--- config.mk ---
export PLATFORM = sky130hd
export DESIGN_NAME = demod_channel_arbiter
export DESIGN_NICKNAME = d
export VERILOG_FILES = /design/src/rtl/demod_pkg.sv /design/src/rtl/demod_channel_arbiter_rr_pick.sv /design/src/rtl/demod_channel_arbiter.sv
export SDC_FILE = /design/constraint.sdc
export NUM_CORES = 1
export LEC_CHECK = 0
export ABC_AREA = 1
export ABC_CLOCK_PERIOD_IN_PS = 7500
export CAP_MARGIN = 15
export CORE_ASPECT_RATIO = 1.75
export CORE_UTILIZATION = 45
export DETAILED_ROUTE_END_ITERATION = 7
export MAX_ROUTING_LAYER = met4
export PLACE_DENSITY_LB_ADDON = 0.1
export SLEW_MARGIN = 20
export SYNTH_ARGS = -nofsm -noshare
export SYNTH_HDL_FRONTEND = slang
export SYNTH_SLANG_ARGS = --single-unit
--- constraint.sdc ---
create_clock -name s00_axis_aclk -period 7.5 [get_ports s00_axis_aclk]
set_input_delay 1.125 -clock s00_axis_aclk [delete_from_list [all_inputs] [get_ports s00_axis_aclk]]
set_output_delay 1.125 -clock s00_axis_aclk [all_outputs]
set_load 0.05 [all_outputs]
--- src/rtl/demod_pkg.sv ---
// Shared types and helpers for the demodulator channel arbiter.
// Holds the arbiter state encoding and channel-tag width helper.
package demod_pkg;

  typedef enum logic {
    ARB,
    LOCKED
  } arb_state_t;

  localparam int DEF_N_CH = 4;

  function automatic int ch_w(input int n);
    return (n < 2) ? 1 : $clog2(n);
  endfunction

endpackage

--- src/rtl/demod_channel_arbiter_rr_pick.sv ---
// Combinational round-robin picker: first set request after last,
// wrapping from N_CH-1 back to 0.
module rr_pick
  import demod_pkg::*;
#(
  parameter int N_CH = DEF_N_CH,
  parameter int CH_W = ch_w(N_CH)
) (
  input  logic [N_CH-1:0] req,
  input  logic [CH_W-1:0] last,
  output logic            any,
  output logic [CH_W-1:0] idx
);

  logic [CH_W-1:0] c;

  always_comb begin
    any = 1'b0;
    idx = '0;
    c   = '0;
    for (int i = 1; i <= N_CH; i++) begin
      c = CH_W'((int'(last) + i) % N_CH);
      if (!any && req[c]) begin
        any = 1'b1;
        idx = c;
      end
    end
  end

endmodule

--- src/rtl/demod_channel_arbiter.sv ---
// Round-robin AXI-Stream arbiter feeding the shared FM demodulator,
// with optional packet locking bounded by a burst limit.
module demod_channel_arbiter
  import demod_pkg::*;
#(
  parameter int C_S00_AXIS_TDATA_WIDTH = 32,
  parameter int N_CH      = DEF_N_CH,
  parameter int MAX_BURST = 64,
  parameter int CH_W      = ch_w(N_CH)
) (
  input  logic                                   s00_axis_aclk,
  input  logic                                   s00_axis_areset,
  input  logic [N_CH-1:0]                        ch_enable,
  input  logic                                   lock_mode,
  input  logic [N_CH-1:0]                        s00_axis_tvalid,
  input  logic [N_CH*C_S00_AXIS_TDATA_WIDTH-1:0] s00_axis_tdata,
  input  logic [N_CH*C_S00_AXIS_TDATA_WIDTH/8-1:0] s00_axis_tstrb,
  input  logic [N_CH-1:0]                        s00_axis_tlast,
  output logic [N_CH-1:0]                        s00_axis_tready,
  output logic                                   m00_axis_tvalid,
  output logic [C_S00_AXIS_TDATA_WIDTH-1:0]      m00_axis_tdata,
  output logic [C_S00_AXIS_TDATA_WIDTH/8-1:0]    m00_axis_tstrb,
  output logic                                   m00_axis_tlast,
  output logic [CH_W-1:0]                        m00_axis_tuser,
  input  logic                                   m00_axis_tready,
  output logic                                   busy,
  output logic [CH_W-1:0]                        active_ch
);

  localparam int W     = C_S00_AXIS_TDATA_WIDTH;
  localparam int SW    = W / 8;
  localparam int CNT_W = $clog2(MAX_BURST + 1);
  localparam logic [CNT_W-1:0] MAX_CNT = CNT_W'(MAX_BURST);

  arb_state_t      state, state_n;
  logic [CH_W-1:0] last, last_n;
  logic [CNT_W-1:0] cnt, cnt_n;
  logic [N_CH-1:0] req, grant;
  logic [CH_W-1:0] sel;
  logic            free, load;
  logic            pick_any;
  logic [CH_W-1:0] pick_idx;

  assign req  = s00_axis_tvalid & ch_enable;
  assign free = m00_axis_tready || !m00_axis_tvalid;

  rr_pick #(
    .N_CH (N_CH),
    .CH_W (CH_W)
  ) u_pick (
    .req  (req),
    .last (last),
    .any  (pick_any),
    .idx  (pick_idx)
  );

  always_comb begin
    state_n = state;
    last_n  = last;
    cnt_n   = cnt;
    grant   = '0;
    load    = 1'b0;
    sel     = pick_idx;
    if (!s00_axis_areset) begin
      unique case (state)
        ARB: begin
          if (free && pick_any) begin
            grant[pick_idx] = 1'b1;
            load   = 1'b1;
            last_n = pick_idx;
            if (lock_mode && !s00_axis_tlast[pick_idx] && MAX_BURST > 1) begin
              state_n = LOCKED;
              cnt_n   = CNT_W'(1);
            end
          end
        end
        LOCKED: begin
          sel = last;
          if (!ch_enable[last]) begin
            state_n = ARB;
            cnt_n   = '0;
          end else if (free && s00_axis_tvalid[last]) begin
            grant[last] = 1'b1;
            load  = 1'b1;
            cnt_n = cnt + CNT_W'(1);
            if (s00_axis_tlast[last] || cnt_n == MAX_CNT) begin
              state_n = ARB;
              cnt_n   = '0;
            end
          end
        end
        default: state_n = ARB;
      endcase
    end
  end

  always_ff @(posedge s00_axis_aclk) begin
    if (s00_axis_areset) begin
      state <= ARB;
      last  <= CH_W'(N_CH - 1);
      cnt   <= '0;
    end else begin
      state <= state_n;
      last  <= last_n;
      cnt   <= cnt_n;
    end
  end

  always_ff @(posedge s00_axis_aclk) begin
    if (s00_axis_areset) begin
      m00_axis_tvalid <= 1'b0;
      m00_axis_tdata  <= '0;
      m00_axis_tstrb  <= '0;
      m00_axis_tlast  <= 1'b0;
      m00_axis_tuser  <= '0;
    end else if (load) begin
      m00_axis_tvalid <= 1'b1;
      m00_axis_tdata  <= s00_axis_tdata[sel*W +: W];
      m00_axis_tstrb  <= s00_axis_tstrb[sel*SW +: SW];
      m00_axis_tlast  <= s00_axis_tlast[sel];
      m00_axis_tuser  <= sel;
    end else if (m00_axis_tready) begin
      m00_axis_tvalid <= 1'b0;
    end
  end

  assign s00_axis_tready = grant;
  assign busy      = (state == LOCKED);
  assign active_ch = last;

endmodule

==> results by group, run 1 <==
Status
  – Status: completed

Timing
  – RSZ-0062 raised after global routing: no
  – Period utilization: approximately two thirds
  – Final TNS setup: 0 ps
  – Minimum clock period: about 5100 ps
  – Clock skew: roughly 4.4 ps
  – Slew Limit Fails: 0
  – Count of final hold-check violations: 0
  – Slew headroom: between 40% and 50%
  – Final hold slack: 468.8 ps
  – Max Clk Rate: roughly 200 MHz
  – Worst slew pin tran: 825.2 ps
  – Final setup fails: 0

Finish
  – Most common cell after layout, fill and taps aside: nand2_1
  – Most frequent cells in the layout: nand2_1 (227), clkdlybuf4s50_1 (206), nand3_1 (138), inv_1 (109), nand3b_1 (68)
  – Final nets: between 1000 and 1500
  – Share of layout cells above drive strength 1: slightly above 4%
  – ANT cells: 0
  – Area grow syn2layout: 49.18%

Critical path
  – Critical Path Sink Type: primary output
  – Crit path DAT: around 4000 ps
  – Crit Path Category: in -> out
  – CP max FO: 7
  – Crit start category: input port
  – CP required: ~6400 ps

Synth
  – Warnings from Yosys: 0
  – Synth Cell Area: between 0.004 and 0.005 mm²
  – Cells after Synth: roughly 740
  – Net Count, Synth: around 910
  – Distinct cell type count after synthesis: 28
  – Seq/Total Area, Yosys: a little under a quarter
  – Avg Cell Area, Syn: 5.846 µm²
  – Yosys reg bits: 50

Power
  – Worst vdd ir: 461.7 µV
  – PwrDens: about 480 mW/mm²
  – Cell leakage power: 0.003205 µW

Drt
  – Initial DRC count: 260
  – Drt pass-1 iters: 5
  – Remaining DRCs: 0
  – Per-cell routed wire length: between 10 and 15 µm
  – Antenna-violating nets left: 0
  – WL final: ~15 mm
  – DR vias/cell: around 5.2
  – Vias post-DR: approximately 5400

Placement
  – Gpl congestion: between 0.9 and 1
  – # port buffers: about 200
  – Detailed Place HPWL: 10.38 mm

Job
  – Maxcap violations: 0

CTS
  – CTS root buf: clkbuf_16
  – Longest Clk Path Bufs: 2
  – CTS tree: done
  – Post-CTS setup buffer count: 0
  – Worst-path clk slew: approximately 70 ps
  – H-tree depth: 2
  – Cts hold-fix bufs: 0
  – # clock sinks: 50
  – Post-cts repair resize count: 0
  – Worst-Skew Late Latency: 290 ps
  – Number of CTS-inserted buffers: 5

Min path
  – Min-Delay Path Class: reg -> reg

Floorplanning
  – # rows: between 40 and 50
  – Die ar.: about 0.01 mm²
  – Initial Utilization: between 40 and 50%
  – Die width: about 76 µm
  – Die H: 131.9 µm
  – Core area: 0.009409 mm²
  – IO Pins: slightly above 200

Global routing
  – Global-route wire length before repair: approximately 24 mm
  – Largest net degree at the start of global routing: 76
  – All-Layer GR Usage: between 20% and 30%
  – Remaining global-route overflow: 0
  – Vias in the first global route: about 5000
  – Initial antenna violation count: 0
[cell families after synthesis]
family	Yosys count	share of synthesized area (%)
AND/OR/NAND/NOR	483	53.27
XOR/XNOR	4	0.8078
adder cells (fa/ha/maj)	5	1.442
flip-flops	50	23.07
AO/OA/AOI/OAI	37	4.413
buffers and inverters	163	16.99
[registers in the layout (all words and copies together) (netlist names)]
signal and cells:
active_ch 2, m00_axis_tlast 1, m00_axis_tuser 2, busy 1, cnt 7, m00_axis_tdata 32
m00_axis_tstrb 4, m00_axis_tvalid 1
[layout make-up]
cell class,count,area (µm²)
timing repair buffer,212,2120
clock buffer,5,125.1
inverter,115,431.7
multi-input combinational,529,2620
tap,122,152.6
clock inverter,3,21.27
fill,852,2938
sequential,50,1001
[path summary, 6_finish.rpt]
check,cells after the start,startpoint,slack [ps],endpoint
worst max-delay path,12,s00_axis_tvalid[2],2410,s00_axis_tready[3]
worst min-delay path,2,m00_axis_tdata[25],470,m00_axis_tdata[25]
worst max register to register,17,active_ch[0],3060,m00_axis_tstrb[0]
worst min register to register,2,m00_axis_tdata[25],470,m00_axis_tdata[25]
[per-stage QoR]
step	setup slack (ps)	std cells	power (µW)	util, %	area (µm²)
6_report	2414	1036	3101	68.78	6471
5_1_grt	2270	1036	3383	68.78	6471
4_1_cts	2542	1035	3081	68.56	6451
3_5_place_dp	2550	1027	2851	67.01	6305
3_3_place_gp	2645	1027	2802	67.01	6305
2_1_floorplan	3430	742	2391	-	4338
[Yosys cell counts]
| cell type | n | area share [%] |
|---|---|---|
| a21oi_1 | 12 | 1.4 |
| buf_1 | 4 | 0.35 |
| buf_2 | 10 | 1.2 |
| buf_4 | 8 | 1.4 |
| buf_6 | 11 | 2.9 |
| clkbuf_1 | 15 | 1.3 |
| dfxtp_1 | 50 | 23 |
| ha_1 | 5 | 1.4 |
| inv_1 | 109 | 9.4 |
| inv_2 | 6 | 0.52 |
| nand2_1 | 227 | 20 |
| nand2_2 | 4 | 0.58 |
| nand2_4 | 2 | 0.52 |
| nand3_1 | 139 | 16 |
| nand3_2 | 4 | 0.92 |
| nand3b_1 | 68 | 12 |
| nand4_1 | 1 | 0.14 |
| nor2_1 | 31 | 2.7 |
| nor2_2 | 4 | 0.58 |
| nor3_1 | 1 | 0.12 |
| nor4_1 | 1 | 0.14 |
| o21ai_0 | 19 | 2.2 |
| o21ai_1 | 3 | 0.35 |
| o21ai_2 | 1 | 0.20 |
| o22ai_1 | 2 | 0.29 |
| or2_2 | 1 | 0.14 |
| xnor2_1 | 1 | 0.20 |
| xor2_1 | 3 | 0.61 |
[critical path: stages]
cell	delay [ps]
clkdlybuf4s50_1	500
nand3_1	170
nand3_1	170
nand2_1	120
nand3_1	140
o21ai_1	80
nor2_2	260
inv_2	70
nor2_1	180
nand2_1	80
a21oi_1	210
clkdlybuf4s50_1	860
[per-layer routing]
metal	routed length [µm]	GRT usage [%]
met1	5665	30.69
met2	7818	54.90
met3	673	2.976
met4	449	11.86
met5	0	-
[where the power goes]
part	internal (µW)	switching, µW
clock	124	100
sequential	377	77.9
combinational	781	1640
(Power assumes the default switching activity.)
==> run 2, diff against run 1 <==
- ABC_CLOCK_PERIOD_IN_PS: 7500 -> 4750
- CORE_UTILIZATION: 45 -> 42
- clock period: 7.5 -> 4.75 ns (I/O delays scaled with it)
==> run 2 against run 1 <==
Net effect: utilization fell by 3.5 points; register-to-register slack got worse by 1800 ps; sequential cell count is the same; sequential share of layout area is 0.092 points lower; clock skew about the same; combinational power rose by 61%; die area grew 7.0%; wire length grew 3.2%; design area increased by 0.60%; first-iteration DRC count fell by 0.38%; clock-buffer cell count is 1 higher; critical path type is now reg -> out; critical endpoint unchanged; largest power group unchanged.
==> results by group, run 2 (same netlist as run 1, synthesis figures left out) <==
Drt
  – Drt pass-1 iters: 5 (unchanged)
  – Met1 wire length: 5.822 mm (was 5.665 mm)
  – Vias post-DR: 5335 (was 5357)
  – Remaining DRCs: 0 (unchanged)
  – Per-cell routed wire length: 14.46 µm (was 14.10 µm)
  – Routed length on met3: 776 µm (was 673 µm)
  – Max layer used: met4 (unchanged)
  – DR vias/cell: 5.120 (was 5.171)
  – Antenna-violating nets left: 0 (unchanged)
  – Initial DRC count: 259 (was 260)
  – WL met2: 7.945 mm (was 7.818 mm)
  – WL final: 15.07 mm (was 14.61 mm)

Critical path
  – Critical path origin: active_ch[1] (was s00_axis_tvalid[2])
  – CP required: 4040 ps (was 6380 ps)
  – Crit path DAT: 3570 ps (was 3960 ps)
  – R2R Path Start: active_ch[1] (was active_ch[0])
  – Crit Path Category: reg -> out (was in -> out)
  – Slowest CP cell: clkdlybuf4s50_1 (unchanged)
  – Critical Path Sink Type: primary output (unchanged)
  – CP max stage delay: 830 ps (was 860 ps)
  – Crit start category: flip-flop (was input port)
  – Critical Path, Cell by Cell: inv_2 -> ha_1 -> inv_1 -> nand3_1 -> nand2_2 -> nand3_1 -> o21ai_1 -> nor2_2 -> inv_2 -> nor2_1 -> nand2_1 -> a21oi_1 -> clkdlybuf4s50_1 (was clkdlybuf4s50_1 -> nand3_1 -> nand3_1 -> nand2_1 -> nand3_1 -> o21ai_1 -> nor2_2 -> inv_2 -> nor2_1 -> nand2_1 -> a21oi_1 -> clkdlybuf4s50_1)
  – Reg2Reg Depth: 17 (unchanged)
  – CP max FO: 11 (was 7)
  – Reg2reg end: m00_axis_tdata[18] (was m00_axis_tstrb[0])
  – Reg2Reg Setup Slack: 1240 ps (was 3060 ps)

Power
  – PwrDens: 763.0 mW/mm² (was 479.1 mW/mm²)
  – Worst vdd ir: 814.7 µV (was 461.7 µV)
  – Cell leakage power: 0.003227 µW (was 0.003205 µW)

CTS
  – Cts hold-fix bufs: 0 (unchanged)
  – Post-cts repair resize count: 0 (unchanged)
  – # clock sinks: 50 (unchanged)
  – CTS tree: done (unchanged)
  – Number of CTS-inserted buffers: 5 (unchanged)
  – Post-CTS setup buffer count: 0 (unchanged)
  – CTS root buf: clkbuf_16 (unchanged)
  – H-tree depth: 2 (unchanged)
  – Worst-Skew Late Latency: 290 ps (about the same)
  – Longest Clk Path Bufs: 2 (unchanged)
  – Worst-path clk slew: 70 ps (about the same)

Finish
  – Most common cell after layout, fill and taps aside: nand2_1 (unchanged)
  – Share of layout cells above drive strength 1: 4.471% (was 4.158%)
  – Most frequent cells in the layout: nand2_1 (227), clkdlybuf4s50_1 (206), nand3_1 (138), inv_1 (109), nand3b_1 (68) (unchanged)
  – Final cell count without fillers: 1042 (was 1036)
  – Area grow syn2layout: 50.07% (was 49.18%)
  – Max reg flops: 32 (unchanged)
  – Filler cells: 945 (was 852)
  – Final nets: 1081 (was 1078)
  – Final instance area: 0.006510 mm² (was 0.006471 mm²)
  – Biggest regs: m00_axis_tdata (32), cnt (7), m00_axis_tstrb (4) (unchanged)
  – ANT cells: 0 (unchanged)
  – Largest Register: m00_axis_tdata (unchanged)

Floorplanning
  – IO Pins: 207 (unchanged)
  – # rows: 48 (was 47)
  – Initial Utilization: 43.51% (was 46.10%)
  – Die width: 78.83 µm (was 76.22 µm)
  – Core area: 0.009970 mm² (was 0.009409 mm²)
  – Die ar.: 0.01075 mm² (was 0.01005 mm²)
  – Die H: 136.4 µm (was 131.9 µm)

Timing
  – Clock skew: 4.010 ps (was 4.351 ps)
  – Count of final hold-check violations: 0 (unchanged)
  – Final WS setup: 472.2 ps (was 2414 ps)
  – Final hold slack: 470.8 ps (was 468.8 ps)
  – Slew headroom: 44.89% (was 44.99%)
  – Period utilization: 90.06%
  – Final setup fails: 0 (unchanged)
  – Minimum clock period: between 4000 and 5000 ps
  – Worst slew pin tran: 823.8 ps (was 825.2 ps)
  – RSZ-0062 raised after global routing: no (unchanged)
  – Max Clk Rate: ~230 MHz
  – Final TNS setup: 0 ps (unchanged)
  – Slew Limit Fails: 0 (unchanged)

Job
  – Maxcap violations: 0 (unchanged)

Placement
  – Gpl congestion: 0.9509 (was 0.9523)
  – Detailed Place HPWL: 10.67 mm (was 10.38 mm)
  – Pre-CTS setup slack: 695.2 ps (was 2550 ps)
  – Placed Instance Area: 0.006331 mm² (was 0.006305 mm²)
  – Placed Cells: 1033 (was 1027)
  – # port buffers: 206 (unchanged)

Min path
  – Hold depth: 2 (unchanged)
  – Min-Delay Path Class: reg -> reg (unchanged)
  – HP Start: m00_axis_tdata[29] (was m00_axis_tdata[25])
  – Hold Crit Endpoint: m00_axis_tdata[29] (was m00_axis_tdata[25])

Global routing
  – Remaining global-route overflow: 0 (unchanged)
  – Global-route wire length before repair: 23.76 mm (was 23.56 mm)
  – All-Layer GR Usage: 28.45% (was 29.31%)
  – Largest net degree at the start of global routing: 75 (was 76)
  – Vias in the first global route: 5092 (was 5105)
  – Initial antenna violation count: 0 (unchanged)

Status
  – Status: completed (unchanged)
[run 2: changes by cell type in the layout (fill, tap and decap cells not counted), sizes merged]
cell / previous run / this run
clkinv: 2 / 1
buf: 6 / 9
clkbuf: 5 / 6
[run 2: layout make-up]
type	count	area, µm²	area share (%)
Tap cell	125	156.4	2.402
Clock buffer	6	138.9	2.133
Timing Repair Buffer	215	2150	33.02
Inverter	115	431.7	6.631
Multi-Input combinational cell	529	2620	40.25
Sequential cell	50	1001	15.38
Clock inverter	2	12.51	0.1922
[run 2: layer usage]
layer	up-vias	global-route usage [%]
met2	199	53.72
met3	33	3.423
met4	0	11.21
li1	2676	-
met1	2427	29.30
met5	-	-
[run 2: critical path: cells and delay by family, from the launching register on]
family	cells	cell delay, ps
buf+inv	4	1170
simple gates	6	810
flops	1	630
fa+ha+maj	1	410
compound gates	2	240
[run 2: how the worst max path moves through the flow]
stage,endpoint,slack (ps),cells past startpoint
finish,s00_axis_tready[3],470,13
global route,s00_axis_tready[3],150,13
CTS,s00_axis_tready[3],500,13
detailed placement,s00_axis_tready[3],700,12
global placement,s00_axis_tready[3],770,12
floorplan,s00_axis_tready[2],1090,13
[run 2: power by group]
part / internal, µW / switching [µW] / total (µW)
sequential: 595 / 106 / 701
clock: 209 / 161 / 370
combinational: 1280 / 2610 / 3900
[run 2: metrics by stage]
| step | power (µW) | util [%] |
|---|---|---|
| floorplan | 3776 | - |
| global placement | 4488 | 63.50 |
| detailed placement | 4556 | 63.50 |
| CTS | 4934 | 65.02 |
| global route | 5438 | 65.30 |
| finish | 4967 | 65.30 |
==> run 3, diff against run 2 <==
- ABC_AREA: 1 -> default
- CORE_UTILIZATION: 42 -> 41
==> run 3 against run 2 <==
Net effect: synthesized cell count down 37%; sequential share of layout area up 0.65 points; critical path type is now in -> out; global-route usage up 0.85 points; largest power group unchanged; area after synthesis down 7.6%; highest routed layer unchanged.
==> results by group, run 3 <==
Status
  – Status: completed (unchanged)

Synth
  – Synth Cell Area: 0.004008 mm² (was 0.004338 mm²)
  – Warnings from Yosys: 0 (unchanged)
  – Dominant synthesized flop cell: dfxtp_1 (unchanged)
  – Yosys reg bits: 50 (unchanged)
  – Post-synthesis mux area share: 3.778% (was 0%)
  – Compound-Gate Fraction of Synth Area: 31.44% (was 4.413%)
  – Post-Synth Simple-Gate Area: 31.00% (was 53.27%)
  – Avg Cell Area, Syn: 8.637 µm² (was 5.846 µm²)
  – Seq/Total Area, Yosys: 24.98% (was 23.07%)
  – Largest cells by area after synthesis: dfxtp_1 (25%), nor3b_1 (13%), a211oi_1 (8.8%), a211oi_2 (8.7%), o31ai_1 (7.1%) (was dfxtp_1 (23%), nand2_1 (20%), nand3_1 (16%), nand3b_1 (12%), inv_1 (9.4%))
  – Ys async rst share: 0% (unchanged)
  – Synth Area in XOR/XNOR: 0% (was 0.8076%)
  – EDFF count, synth: 0 (unchanged)
  – Area fraction of the dominant cell type after synthesis: 24.98% (was 23.07%)
  – Cells after Synth: 464 (was 742)
  – Combinational family with the most area after synthesis: compound AO/OA/AOI/OAI gates (was simple AND/OR/NAND/NOR gates)
  – Most common cell in the netlist: nor3b_1 (was nand2_1)
  – Synth cell count leaders: nor3b_1 (71), dfxtp_1 (50), a211oi_1 (47), o31ai_1 (38), nand3b_1 (37) (was nand2_1 (227), nand3_1 (139), inv_1 (109), nand3b_1 (68), dfxtp_1 (50))
  – Net Count, Synth: 629 (was 907)
  – Area leader, netlist: dfxtp_1 (unchanged)
  – Distinct cell type count after synthesis: 55 (was 28)
  – Adder-Cell Fraction of Synth Area: 1.561% (was 1.442%)

Critical path
  – Reg2reg end: m00_axis_tdata[18] (unchanged)
  – Slowest CP cell: clkdlybuf4s50_1 (unchanged)
  – Crit Path Category: in -> out (was reg -> out)
  – Reg2Reg Setup Slack: 1700 ps (was 1240 ps)
  – R2R Path Start: active_ch[0] (was active_ch[1])
  – Reg2Reg Depth: 7 (was 17)
  – Critical Path Sink Type: primary output (unchanged)
  – Most frequent CP cell: clkdlybuf4s50_1
  – CP required: 4040 ps (about the same)
  – Critical Path, Cell by Cell: clkdlybuf4s50_1 -> a22oi_1 -> a31oi_1 -> a32oi_1 -> nor2b_1 -> nand4_1 -> a21oi_1 -> clkdlybuf4s50_1 (was inv_2 -> ha_1 -> inv_1 -> nand3_1 -> nand2_2 -> nand3_1 -> o21ai_1 -> nor2_2 -> inv_2 -> nor2_1 -> nand2_1 -> a21oi_1 -> clkdlybuf4s50_1)
  – CP max FO: 6 (was 11)
  – Crit start category: input port (was flip-flop)
  – CP max stage delay: 810 ps (was 830 ps)
  – Crit path DAT: 3710 ps (was 3570 ps)

Min path
  – Hold depth: 2 (unchanged)
  – Hold Crit Endpoint: m00_axis_tdata[7] (was m00_axis_tdata[29])
  – HP Start: m00_axis_tdata[7] (was m00_axis_tdata[29])
  – Min-Delay Path Class: reg -> reg (unchanged)

CTS
  – CTS root buf: clkbuf_16 (unchanged)
  – Worst-path clk slew: 60 ps (was 70 ps)
  – Number of CTS-inserted buffers: 5 (unchanged)
  – Cts hold-fix bufs: 0 (unchanged)
  – Longest Clk Path Bufs: 2 (unchanged)
  – Post-CTS setup buffer count: 0 (unchanged)
  – # clock sinks: 50 (unchanged)
  – Post-cts repair resize count: 0 (unchanged)
  – H-tree depth: 2 (unchanged)
  – Worst-Skew Late Latency: 290 ps (about the same)
  – CTS tree: done (unchanged)

Placement
  – Gpl congestion: 0.9321 (was 0.9509)
  – # port buffers: 206 (unchanged)
  – Detailed Place HPWL: 10.13 mm (was 10.67 mm)

Floorplanning
  – Core area: 0.009468 mm² (was 0.009970 mm²)
  – Die width: 76.74 µm (was 78.83 µm)
  – Die H: 132.8 µm (was 136.4 µm)
  – IO Pins: 207 (unchanged)
  – Die ar.: 0.01019 mm² (was 0.01075 mm²)
  – Initial Utilization: 42.33% (was 43.51%)
  – # rows: 47 (was 48)

Drt
  – Antenna-violating nets left: 0 (unchanged)
  – Per-cell routed wire length: 18.99 µm (was 14.46 µm)
  – Drt pass-1 iters: 5 (unchanged)
  – Vias post-DR: 4569 (was 5335)
  – WL final: 14.40 mm (was 15.07 mm)
  – Remaining DRCs: 0 (unchanged)
  – DR vias/cell: 6.028 (was 5.120)
  – Initial DRC count: 293 (was 259)

Power
  – Worst vdd ir: 222.4 µV (was 814.7 µV)
  – Overall Power: 2219 µW (was 4967 µW)
  – Cell leakage power: 0.002041 µW (was 0.003227 µW)
  – PwrDens: 355.3 mW/mm² (was 763.0 mW/mm²)

Finish
  – Most frequent cells in the layout: clkdlybuf4s50_1 (205), nor3b_1 (71), dfxtp_1 (50), a211oi_1 (47), o31ai_1 (38) (was nand2_1 (227), clkdlybuf4s50_1 (206), nand3_1 (138), inv_1 (109), nand3b_1 (68))
  – Most common cell after layout, fill and taps aside: clkdlybuf4s50_1 (was nand2_1)
  – Filler cells: 844 (was 945)
  – Final nets: 800 (was 1081)
  – Max reg flops: 32 (unchanged)
  – Share of layout cells above drive strength 1: 9.748% (was 4.471%)
  – Area occupied by multi-input gates: 0.002740 mm² (was 0.002620 mm²)
  – Biggest regs: m00_axis_tdata (32), cnt (7), m00_axis_tstrb (4) (unchanged)
  – Area grow syn2layout: 55.85% (was 50.07%)
  – Register area: 0.001001 mm² (unchanged)
  – Largest Register: m00_axis_tdata (unchanged)
  – ANT cells: 0 (unchanged)

Timing
  – Minimum clock period: 4422 ps (was 4278 ps)
  – Max Clk Rate: 226.1 MHz (was 233.8 MHz)
  – Clock skew: 5.643 ps (was 4.010 ps)
  – Final TNS setup: 0 ps (unchanged)
  – Slew headroom: 42.17% (was 44.89%)
  – Period utilization: 93.10% (was 90.06%)
  – Final setup fails: 0 (unchanged)
  – Count of final hold-check violations: 0 (unchanged)
  – Worst slew pin tran: 867.5 ps (was 823.8 ps)
  – Slew Limit Fails: 0 (unchanged)
  – RSZ-0062 raised after global routing: no (unchanged)

Global routing
  – Global-route wire length before repair: 23.11 mm (was 23.76 mm)
  – Global routing's busiest layer: met2 (unchanged)
  – Largest net degree at the start of global routing: 75 (unchanged)
  – Initial antenna violation count: 0 (unchanged)
  – Met3 Resource Use GR: 4.414% (was 3.423%)
  – GR Util met1: 31.97% (was 29.30%)
  – All-Layer GR Usage: 29.30% (was 28.45%)
  – Vias in the first global route: 4634 (was 5092)
  – M2 GR Usage: 52.18% (was 53.72%)
  – Remaining global-route overflow: 0 (unchanged)

Job
  – Maxcap violations: 0 (unchanged)
## run 3: cell types whose count changed after synthesis, sizes merged, moves of 14 or more
cell / before / now
o21ai: 23 / 6
o31ai: 0 / 38
nor3b: 0 / 74
nand3: 143 / 13
a211oi: 0 / 75
nand2: 233 / 14
clkbuf: 15 / 29
nor2: 35 / 12
nand3b: 68 / 37
inv: 115 / 8
## run 3: cell type report
class / instances / share of cell area, %
clock inverters: 3 / 0.6410
flip-flops and latches: 50 / 16.03
inverters: 8 / 0.4808
clock buffers: 5 / 2.003
well taps: 122 / 2.444
multi-input cells: 355 / 43.87
repair buffers: 215 / 34.54
## run 3: per-layer routing
layer,wire [µm],share of wire (%)
met5,0,0
met4,509,3.5
met3,747,5.2
met2,7730,54
met1,5409,38
## run 3: cells by family (layout without fill, tap and decap cells)
kind of cell,after synthesis,after routing
flops,50,50
mux,11,11
fa+ha+maj,5,5
simple gates,185,185
buf+inv,59,231
compound gates,154,154
## run 3: worst max path at each step
stage                       start                  to
3_3_place_gp   s00_axis_tvalid[1]  s00_axis_tready[3]
5_1_grt        s00_axis_tvalid[1]  s00_axis_tready[3]
3_5_place_dp   s00_axis_tvalid[1]  s00_axis_tready[3]
2_1_floorplan        active_ch[0]  s00_axis_tready[3]
4_1_cts        s00_axis_tvalid[1]  s00_axis_tready[3]
6_report       s00_axis_tvalid[1]  s00_axis_tready[3]
## run 3: per-stage QoR
stage	cells	worst slack [ps]	hold WS [ps]	util (%)	cell area [µm²]
2_1_floorplan	464	881.4	468.1	-	4008
3_3_place_gp	749	502.0	469.2	63.94	6053
3_5_place_dp	750	373.0	471.9	64.23	6081
4_1_cts	758	380.5	488.2	65.97	6246
5_1_grt	758	171.6	505.7	65.97	6246
6_report	758	327.6	488.9	65.97	6246
## run 3: worst max-delay path, delay by kind of cell
| kind | cells | cell delay, ps |
|---|---|---|
| AND/OR/NAND/NOR | 2 | 420 |
| buffers and inverters | 2 | 1320 |
| AO/OA/AOI/OAI | 4 | 1250 |
## run 3: power by group
| group | total (µW) | switching [µW] | internal (µW) | leakage [µW] |
|---|---|---|---|---|
| Clock | 405 | 159 | 247 | 0.0000836 |
| Sequential | 540 | 43.5 | 497 | 0.000412 |
| Combinational | 1270 | 781 | 493 | 0.00155 |
